--- config.mk ---
export PLATFORM = sky130hd
export DESIGN_NAME = sar_ctrl
export DESIGN_NICKNAME = d
export VERILOG_FILES = /design/src/rtl/sar_ctrl.sv
export SDC_FILE = /design/constraint.sdc
export NUM_CORES = 1
export LEC_CHECK = 0
export CAP_MARGIN = 5
export CORE_AREA = 3 3 57 59
export CTS_BUF_LIST = sky130_fd_sc_hd__clkbuf_16
export DETAILED_ROUTE_END_ITERATION = 7
export DIE_AREA = 0 0 60 62
export PLACE_DENSITY = 0.84
export RECOVER_POWER = 50
export SLEW_MARGIN = 20
export SYNTH_ARGS = -nofsm -noshare
export SYNTH_HDL_FRONTEND = slang
export SYNTH_SLANG_ARGS = --single-unit
--- constraint.sdc ---
create_clock -name CLK -period 3.5 [get_ports CLK]
set_clock_uncertainty 0.1 [all_clocks]
set_input_delay 0.35 -clock CLK [delete_from_list [all_inputs] [get_ports CLK]]
set_output_delay 0.35 -clock CLK [all_outputs]
set_load 0.1 [all_outputs]
--- src/rtl/sar_ctrl.sv ---
// ---------------------------------------------------------------------------
// sar_ctrl -- N-bit successive-approximation conversion sequencer.
//
// Drives the sample switch and the capacitive-DAC trial code. It resolves one
// bit per clock from the comparator, MSB first, and publishes a registered
// result together with a one-cycle DONE pulse. It supports single-shot
// conversions (VSTART) and continuous conversions (VCONT).
//
// Ports
//   CLK        clock, rising edge
//   VRESET     asynchronous, active-high reset
//   VSTART     conversion request; only looked at while idle
//   VENABLE    1 = advance, 0 = freeze every register
//   VCONT      continuous mode; only looked at in the DONE state
//   VCOMP      comparator: 1 = analog input >= current DAC trial level
//   SAMPLE     sample-switch control; high in the SAMPLE state
//   DAC_CODE   trial code driven to the CDAC
//   BIT_SEL    one-hot mask of the bit under trial; 0 outside CONVERT
//   BUSY       high in the SAMPLE and CONVERT states
//   DONE       high in the DONE state; RESULT is valid there
//   RESULT     last completed conversion; held until the next DONE
//   state_dbg  current FSM state, for observation only
//
// Handshake: VSTART is a level request. It is accepted on an enabled edge
// in IDLE and ignored in every other state. Nothing is queued. Each
// conversion is reported by exactly one DONE state, and RESULT is already
// valid in that state.
// ---------------------------------------------------------------------------
module sar_ctrl #(
  parameter int WIDTH         = 8,
  parameter int SAMPLE_CYCLES = 2
) (
  input  logic             CLK,
  input  logic             VRESET,
  input  logic             VSTART,
  input  logic             VENABLE,
  input  logic             VCONT,
  input  logic             VCOMP,
  output logic             SAMPLE,
  output logic [WIDTH-1:0] DAC_CODE,
  output logic [WIDTH-1:0] BIT_SEL,
  output logic             BUSY,
  output logic             DONE,
  output logic [WIDTH-1:0] RESULT,
  output logic [1:0]       state_dbg
);

  localparam int CNT_W = $clog2(SAMPLE_CYCLES + 1);
  localparam int IDX_W = $clog2(WIDTH);

  localparam logic [1:0] ST_IDLE    = 2'd0;
  localparam logic [1:0] ST_SAMPLE  = 2'd1;
  localparam logic [1:0] ST_CONVERT = 2'd2;
  localparam logic [1:0] ST_DONE    = 2'd3;

  localparam logic [CNT_W-1:0] CNT_LAST = CNT_W'(SAMPLE_CYCLES - 1);
  localparam logic [IDX_W-1:0] IDX_TOP  = IDX_W'(WIDTH - 1);
  localparam logic [WIDTH-1:0] ONE      = WIDTH'(1);
  localparam logic [WIDTH-1:0] MSB      = ONE << (WIDTH - 1);

  logic [1:0]       state_q, state_d;
  logic [CNT_W-1:0] cnt_q, cnt_d;
  logic [IDX_W-1:0] bit_idx_q, bit_idx_d;
  logic [WIDTH-1:0] dac_q, dac_d;
  logic [WIDTH-1:0] result_q, result_d;

  logic [WIDTH-1:0] bit_onehot;
  logic [WIDTH-1:0] resolved;

  always_comb begin
    bit_onehot = ONE << bit_idx_q;
    // The bit under trial is already set in dac_q. A low comparator means
    // the trial level overshot the input, so that bit is dropped.
    resolved   = VCOMP ? dac_q : (dac_q & ~bit_onehot);

    state_d   = state_q;
    cnt_d     = cnt_q;
    bit_idx_d = bit_idx_q;
    dac_d     = dac_q;
    result_d  = result_q;

    if (VENABLE) begin
      case (state_q)
        ST_IDLE: begin
          dac_d = '0;
          if (VSTART) begin
            state_d = ST_SAMPLE;
            cnt_d   = '0;
          end
        end

        ST_SAMPLE: begin
          if (cnt_q == CNT_LAST) begin
            state_d   = ST_CONVERT;
            cnt_d     = '0;
            bit_idx_d = IDX_TOP;
            dac_d     = MSB;
          end else begin
            cnt_d = cnt_q + CNT_W'(1);
          end
        end

        ST_CONVERT: begin
          if (bit_idx_q == '0) begin
            dac_d    = resolved;
            result_d = resolved;
            state_d  = ST_DONE;
          end else begin
            // Commit this bit and immediately put the next lower bit on trial.
            dac_d     = resolved | (bit_onehot >> 1);
            bit_idx_d = bit_idx_q - IDX_W'(1);
          end
        end

        ST_DONE: begin
          bit_idx_d = IDX_TOP;
          dac_d     = '0;
          cnt_d     = '0;
          state_d   = VCONT ? ST_SAMPLE : ST_IDLE;
        end

        default: begin
          state_d = ST_IDLE;
          dac_d   = '0;
        end
      endcase
    end
  end

  always_ff @(posedge CLK or posedge VRESET) begin
    if (VRESET) begin
      state_q   <= ST_IDLE;
      cnt_q     <= '0;
      bit_idx_q <= IDX_TOP;
      dac_q     <= '0;
      result_q  <= '0;
    end else begin
      state_q   <= state_d;
      cnt_q     <= cnt_d;
      bit_idx_q <= bit_idx_d;
      dac_q     <= dac_d;
      result_q  <= result_d;
    end
  end

  // The outputs are decoded straight from registered state, so the
  // asynchronous reset reaches them without waiting for a clock edge.
  always_comb begin
    SAMPLE    = (state_q == ST_SAMPLE);
    BUSY      = (state_q == ST_SAMPLE) || (state_q == ST_CONVERT);
    DONE      = (state_q == ST_DONE);
    BIT_SEL   = (state_q == ST_CONVERT) ? bit_onehot : '0;
    DAC_CODE  = dac_q;
    RESULT    = result_q;
    state_dbg = state_q;
  end

endmodule

==> summary.txt, run 1 <==
Run status
  • Status: completed

Yosys
  • Post-synth top area share: 0.364
  • Mapped Cells: around 140
  • Area leader, netlist: dfrtp_1
  • Main combinational cell family by area after synthesis: compound AO/OA/AOI/OAI gates
  • EDFF count, synth: 0
  • Most numerous cell in the Yosys netlist: dfrtp_1
  • Post-synth ARST share: 1.00
  • Yosys cell types: 40
  • Top cells by area, synth: dfrtp_1 36%, ha_1 10%, dfstp_2 5.7%
  • Post-synth net total: ~160
  • Synth Area in Simple Gates: 0.166
  • Syn_area_per_cell: ~9.9 um2
  • Compound-gate portion of the synthesized area: 0.207
  • Ys Warns: 0
  • Mux share of post-synthesis cell area: 0.0491
  • Synth Register Bits: 23
  • Post-Syn Area: approximately 1400 um2
  • Most frequent cells after synthesis: 20 x dfrtp_1, 12 x nand2_1, 11 x a21oi_1, 11 x ha_1, 10 x inv_1
  • XOR/XNOR Fraction of Synth Area: 0
  • Ys flop type: dfrtp_1
  • Area share of fa/ha/maj cells after synthesis: 0.100
  • Sequential share of the synthesized area: 0.421

Route
  • Detailed Route Iter0 Violations: 22
  • Vias/cell: ~5.7
  • Drt pass-1 iters: 4
  • WL/cell: 15.4 um
  • Via count: 1,160
  • Routed Antenna Nets: 0
  • Post-Route WL: around 3100 um
  • DRC: 0

Clock tree
  • CTS H-tree depth: 1
  • Clock slew at reported path FFs: roughly 0.06 ns
  • CTS tree: done
  • Clock tree buffer depth: 2
  • Total clock sinks: 23
  • Worst-skew pair later-pin latency: 0.25 ns
  • Number of CTS-inserted buffers: 3
  • Resized Gates After CTS: 0
  • Hold_buf cts: 0
  • Number of post-CTS setup repair buffers: 0
  • Clock Tree Root: clkbuf_16

Placed design
  • Hpwl dp: around 2400 um
  • GPL Wtd Cong: about 0.83
  • Port Buffers: 34
  • Worst slack, placed: 1.22 ns

Floorplanning
  • CORE AREA: 2760 um2
  • Initial Utilization: 0.499
  • Die area: 3720 um2
  • Rows: 19
  • Die extent in x: 60 um
  • Die Span Y: 62 um
  • I/O pins: 35

Power and ir drop
  • Pleak: 0.848 nW
  • Power per cell area: 866 nW/um2
  • Peak supply drop: 1200 uV

Worst setup path
  • Crit-path most repeated cell: inv_1
  • Max FO, Critical Path: 15
  • Worst Setup SP: state_dbg[1]
  • CP max stage delay: 1.10 ns
  • Critical R2R Capture: DAC_CODE[0]
  • Flop2flop setup slack: 0.82 ns
  • Worst setup path end: DAC_CODE[0]
  • Reg-to-Reg Start: state_dbg[1]
  • Required time of the critical path: 3.54 ns
  • Register-to-Register Path Depth: 6
  • Worst setup EP type: flip-flop
  • Crit-path slowest cell: o21ai_0
  • Critical path data arrival time: 2.72 ns
  • Crit path kind: flip-flop to flip-flop
  • Critical-path cell list: inv_1, ha_1, inv_1, o21ai_0, nor2_1, a32o_1
  • Worst Setup Start Kind: flip-flop

Timing
  • Setup violators final: 0
  • Fmax: 374 MHz
  • Slew headroom: 0.0461
  • Fin crit share: 0.764
  • Final worst setup slack: 0.825 ns
  • Setup TNS: 0 ns
  • Unrepaired setup endpoints after global routing: false
  • Final hold violation count: 0
  • Slew Viols, Final: 0
  • Worst Tran Pin Value: 1.42 ns
  • Final min period: about 2.7 ns
  • Fin Hold WS: 0.400 ns

Layout
  • Register area: just under 600 um2
  • Filler Cell Count: 231
  • Share of cells above drive strength 1: 0.146
  • # diodes: 0
  • NumNets Final: 189
  • Multi-input gate area: 716 um2
  • P&R area growth vs syn: 27.7%

GRT
  • GRT Residual Overflow: 0
  • First-pass GRT wire length: 5210 um
  • Largest net degree at the start of global routing: 24
  • Initial antenna violation count: 0
  • Tot GR Track Use: 0.186
  • Vias in the first global route: approximately 1,200

Run
  • Max_cap viols: 0

Worst hold path
  • Hold WC Path Type: flip-flop to flip-flop
[placed cells by master, fill, tap and decap left out, types with 2 or more instances in the layout]
cell type / instances
clkdlybuf4s50_1: 22
dfrtp_1: 20
nand2_1: 12
inv_1: 11
a21oi_1: 11
ha_1: 11
o21ai_0: 9
nor2_1: 9
buf_4: 8
o31ai_1: 5
and3_1: 4
nand3_1: 3
a32o_1: 3
a22o_1: 3
mux2_4: 3
dfstp_2: 3
clkbuf_16: 3
o21a_1: 2
nand2b_1: 2
o211ai_1: 2
mux2_2: 2
and2_1: 2
dlygate4sd3_1: 2
clkbuf_1: 2
[per-layer routing]
| layer | share of wire | global-route usage |
|---|---|---|
| met5 | 0 | 0 |
| met4 | 0.011 | 0.0633 |
| met3 | 0.047 | 0.0310 |
| met2 | 0.52 | 0.346 |
| met1 | 0.43 | 0.216 |
[where the power goes]
part           total [W]  switching, W  internal [W]
clock network   0.000243     0.0000902      0.000152
registers       0.000354     0.0000427      0.000311
logic           0.000926      0.000700      0.000226
total            0.00152      0.000833      0.000690
[critical path, delay by kind of cell, from the launching register on]
| kind | cells | cell delay, ns |
|---|---|---|
| AO/OA/AOI/OAI | 2 | 1.41 |
| flip-flops | 1 | 0.45 |
| buffers and inverters | 2 | 0.24 |
| adder cells (fa/ha/maj) | 1 | 0.23 |
| AND/OR/NAND/NOR | 1 | 0.13 |
[metrics by stage]
stage,utilization,std cells,cell area [um2],power [W]
4_1_cts,0.643,202,1770,0.00155
2_1_floorplan,-,139,1380,0.00113
5_1_grt,0.637,202,1760,0.00161
6_report,0.637,202,1760,0.00152
3_3_place_gp,0.615,198,1700,0.00129
3_5_place_dp,0.615,198,1700,0.00131
[state kept, by name (all words and copies together) (netlist names)]
register and flops:
RESULT 8, state_dbg 2, bit_idx_q 3, cnt_q 2, DAC_CODE 8
[kinds of logic (layout without fill, tap and decap cells)]
kind of cell	count (synthesis)	in the layout
AND/OR/NAND/NOR	42	42
multiplexers	5	5
buffers and inverters	16	48
AO/OA/AOI/OAI	42	42
adder cells (fa/ha/maj)	11	11
flip-flops	23	23
[final cells by class]
class	count	area share
Clock inverter	1	0.00214
Timing Repair Buffer	34	0.175
Multi-Input combinational cell	100	0.407
Sequential cell	23	0.330
Inverter	10	0.0214
Clock buffer	3	0.0427
Tap cell	31	0.0221
[worst min path at each step]
| stage | startpoint | to | slack [ns] | cells after the start |
|---|---|---|---|---|
| finish | RESULT[1] | RESULT[1] | 0.40 | 1 |
| global route | RESULT[6] | RESULT[6] | 0.41 | 1 |
| CTS | RESULT[1] | RESULT[1] | 0.41 | 1 |
| detailed placement | RESULT[1] | RESULT[1] | 0.39 | 1 |
| global placement | RESULT[3] | RESULT[3] | 0.37 | 2 |
| floorplan | VRESET | DAC_CODE[0] | 0.25 | 1 |
No activity file was read; power rests on OpenSTA's default activity.
==> run 2: changes to the inputs <==
--- a/config.mk
+++ b/config.mk
@@ -6,11 +6,11 @@
 export NUM_CORES = 1
 export LEC_CHECK = 0
 export CAP_MARGIN = 5
-export CORE_AREA = 3 3 57 59
+export CORE_AREA = 3 3 58 60
 export CTS_BUF_LIST = sky130_fd_sc_hd__clkbuf_16
 export DETAILED_ROUTE_END_ITERATION = 7
-export DIE_AREA = 0 0 60 62
-export PLACE_DENSITY = 0.84
+export DIE_AREA = 0 0 61 63
+export PLACE_DENSITY = 0.81
 export RECOVER_POWER = 50
 export SLEW_MARGIN = 20
 export SYNTH_ARGS = -nofsm -noshare
==> constraint.sdc (replaced) <==
create_clock -name CLK -period 2.81 [get_ports CLK]
set_clock_uncertainty 0.1 [all_clocks]
set_input_delay 0.281 -clock CLK [delete_from_list [all_inputs] [get_ports CLK]]
set_output_delay 0.281 -clock CLK [all_outputs]
set_load 0.1 [all_outputs]
==> summary.txt, run 2 (synthesized netlist as in run 1, its figures left out) <==
Clock tree
  • Total clock sinks: 23 (unchanged)
  • Resized Gates After CTS: 0 (unchanged)
  • Hold_buf cts: 0 (unchanged)
  • CTS H-tree depth: 1 (unchanged)
  • Clock slew at reported path FFs: 0.06 ns (about the same)
  • Clock Tree Root: clkbuf_16
  • Number of post-CTS setup repair buffers: 0 (unchanged)
  • CTS tree: done
  • Clock tree buffer depth: 2 (unchanged)
  • Worst-skew pair later-pin latency: 0.26 ns (about the same)
  • Number of CTS-inserted buffers: 3 (unchanged)

Power and ir drop
  • Clock power frac: 0.163 (+0.004)
  • Logic pwr share: 0.606 (-0.002)
  • Power per cell area: 1120 nW/um2 (+29%)
  • Net Switching: 0.00107 W (+29%)
  • Sequential power share: 0.231 (-0.002)
  • Switching Share: 0.554 (+0.00720)
  • Internal power of the cells: 0.000862 W (+25%)
  • Pleak: 0.841 nW (-0.78%)
  • Peak supply drop: 946 uV (-21%)

Layout
  • Filler Cell Count: 275 (+19%)
  • NumNets Final: 189 (unchanged)
  • Multi-input gate area: 736 um2 (+2.8%)
  • Post-Route Utilization: 0.580 (-0.0576)
  • Share of cells above drive strength 1: 0.216 (+0.0702)
  • P&R area growth vs syn: 25.5%
  • Most frequent cells in the layout: 20 x dfrtp_1, 14 x clkbuf_1, 12 x nand2_1, 12 x buf_4, 11 x a21oi_1
  • # diodes: 0 (unchanged)
  • Most common cell after layout, fill and taps aside: dfrtp_1
  • Register area: 579 um2 (unchanged)

Route
  • DRC: 0 (unchanged)
  • Detailed Route Iter0 Violations: 61 (+180%)
  • Via count: 1,165 (+0.43%)
  • Routed Antenna Nets: 0 (unchanged)
  • Post-Route WL: 3180 um (+1.9%)
  • Vias/cell: 5.71 (-0.55%)
  • WL/cell: 15.6 um (+0.92%)
  • Drt pass-1 iters: 4 (unchanged)

Worst setup path
  • CP max stage delay: 0.43 ns (-0.67 ns)
  • Worst Setup Start Kind: flip-flop
  • Flop2flop setup slack: 0.64 ns (-0.18 ns)
  • Crit-path most repeated cell: inv_1
  • Critical-path cell list: inv_1, ha_1, inv_1, nor3_4, buf_12
  • Required time of the critical path: 2.43 ns (-1.11 ns)
  • Max FO, Critical Path: 14 (-1)
  • Crit-path slowest cell: dfrtp_1
  • Critical path data arrival time: 1.97 ns (-0.75 ns)
  • Worst setup EP type: output pin
  • Crit path kind: flip-flop to output pin

Timing
  • Final min period: 2.35 ns
  • Fmax: 426 MHz
  • Slew headroom: 0.220 (+0.174)
  • Final hold violation count: 0 (unchanged)
  • Slew Viols, Final: 0 (unchanged)
  • Setup violators final: 0 (unchanged)
  • Fin crit share: 0.836
  • Unrepaired setup endpoints after global routing: false
  • Worst Tran Pin Value: 1.18 ns (-0.241 ns)
  • Fin Hold WS: 0.378 ns (-0.0220 ns)

GRT
  • Vias in the first global route: 1,213 (+3.9%)
  • First-pass GRT wire length: 5650 um (+8.5%)
  • Largest net degree at the start of global routing: 24 (unchanged)
  • Initial antenna violation count: 0 (unchanged)
  • GRT Residual Overflow: 0 (unchanged)
  • Tot GR Track Use: 0.189 (+0.00309)

Floorplanning
  • Rows: 20 (+1)
  • I/O pins: 35 (unchanged)
  • Die Span Y: 63 um (+1.6%)
  • Die extent in x: 61 um (+1.7%)
  • Initial Utilization: 0.462 (-0.0369)
  • CORE AREA: 2980 um2 (+8.0%)
  • Die area: 3840 um2 (+3.3%)

Placed design
  • Port Buffers: 34 (unchanged)
  • Hpwl dp: 2360 um (about the same)
  • GPL Wtd Cong: 0.795 (-4.5%)

Run
  • Max_cap viols: 0 (unchanged)

Run status
  • Status: completed

Worst hold path
  • Hold WC Path Type: flip-flop to flip-flop
## run 2: changes by cell type in the layout (fill, tap and decap cells not counted), sizes merged
cell	previous run	this run
inv	11	10
clkdlybuf4s50	22	4
clkinv	0	1
clkbuf	5	17
buf	8	15
dlygate4sd3	2	1
## run 2: per-layer routing
metal,vias up,wire length (um),GRT usage
met5,-,0,0
met4,0,58,0.0650
met3,6,205,0.0413
met2,45,1520,0.307
met1,555,1400,0.241
li1,559,-,-
## run 2: area by class of cell
cell class                 count  area share
timing repair buffer          34       0.146
multi-input combinational    100       0.426
inverter                      10      0.0217
sequential                    23       0.336
clock buffer                   3      0.0435
tap                           33      0.0239
clock inverter                 1     0.00290
## run 2: worst max-delay path: cells and delay by family, from the launching register on
family,cells,cell delay [ns]
flops,1,0.43
fa+ha+maj,1,0.42
simple gates,1,0.27
buf+inv,3,0.57
## run 2: worst paths after layout
| kind | from | end | depth (start not counted) |
|---|---|---|---|
| max in group asynchronous | VRESET | DAC_CODE[3] | 2 |
| min | RESULT[3] | RESULT[3] | 2 |
| max | state_dbg[0] | BIT_SEL[3] | 5 |
| max reg2reg | state_dbg[0] | RESULT[4] | 5 |
| min reg2reg | RESULT[3] | RESULT[3] | 2 |
| min in group asynchronous | VRESET | RESULT[4] | 2 |
## run 2: through the flow
| stage | std cells | total power [W] | TNS (ns) | setup WS, ns | cell area (um2) |
|---|---|---|---|---|---|
| 3_3_place_gp | 200 | 0.00160 | 0 | 0.761 | 1700 |
| 6_report | 204 | 0.00193 | 0 | 0.462 | 1730 |
| 3_5_place_dp | 200 | 0.00163 | 0 | 0.647 | 1700 |
| 2_1_floorplan | 139 | 0.00142 | -0.173 | -0.0878 | 1390 |
| 4_1_cts | 204 | 0.00195 | 0 | 0.486 | 1780 |
| 5_1_grt | 204 | 0.00204 | 0 | 0.302 | 1730 |
## run 2: power groups by stage
stage	Sequential [W]	Clock, W	Combinational, W
3_3_place_gp	0.000444	0	0.00116
5_1_grt	0.000455	0.000336	0.00125
6_report	0.000446	0.000315	0.00117
4_1_cts	0.000446	0.000317	0.00119
3_5_place_dp	0.000452	0	0.00118
2_1_floorplan	0.000683	0	0.000735
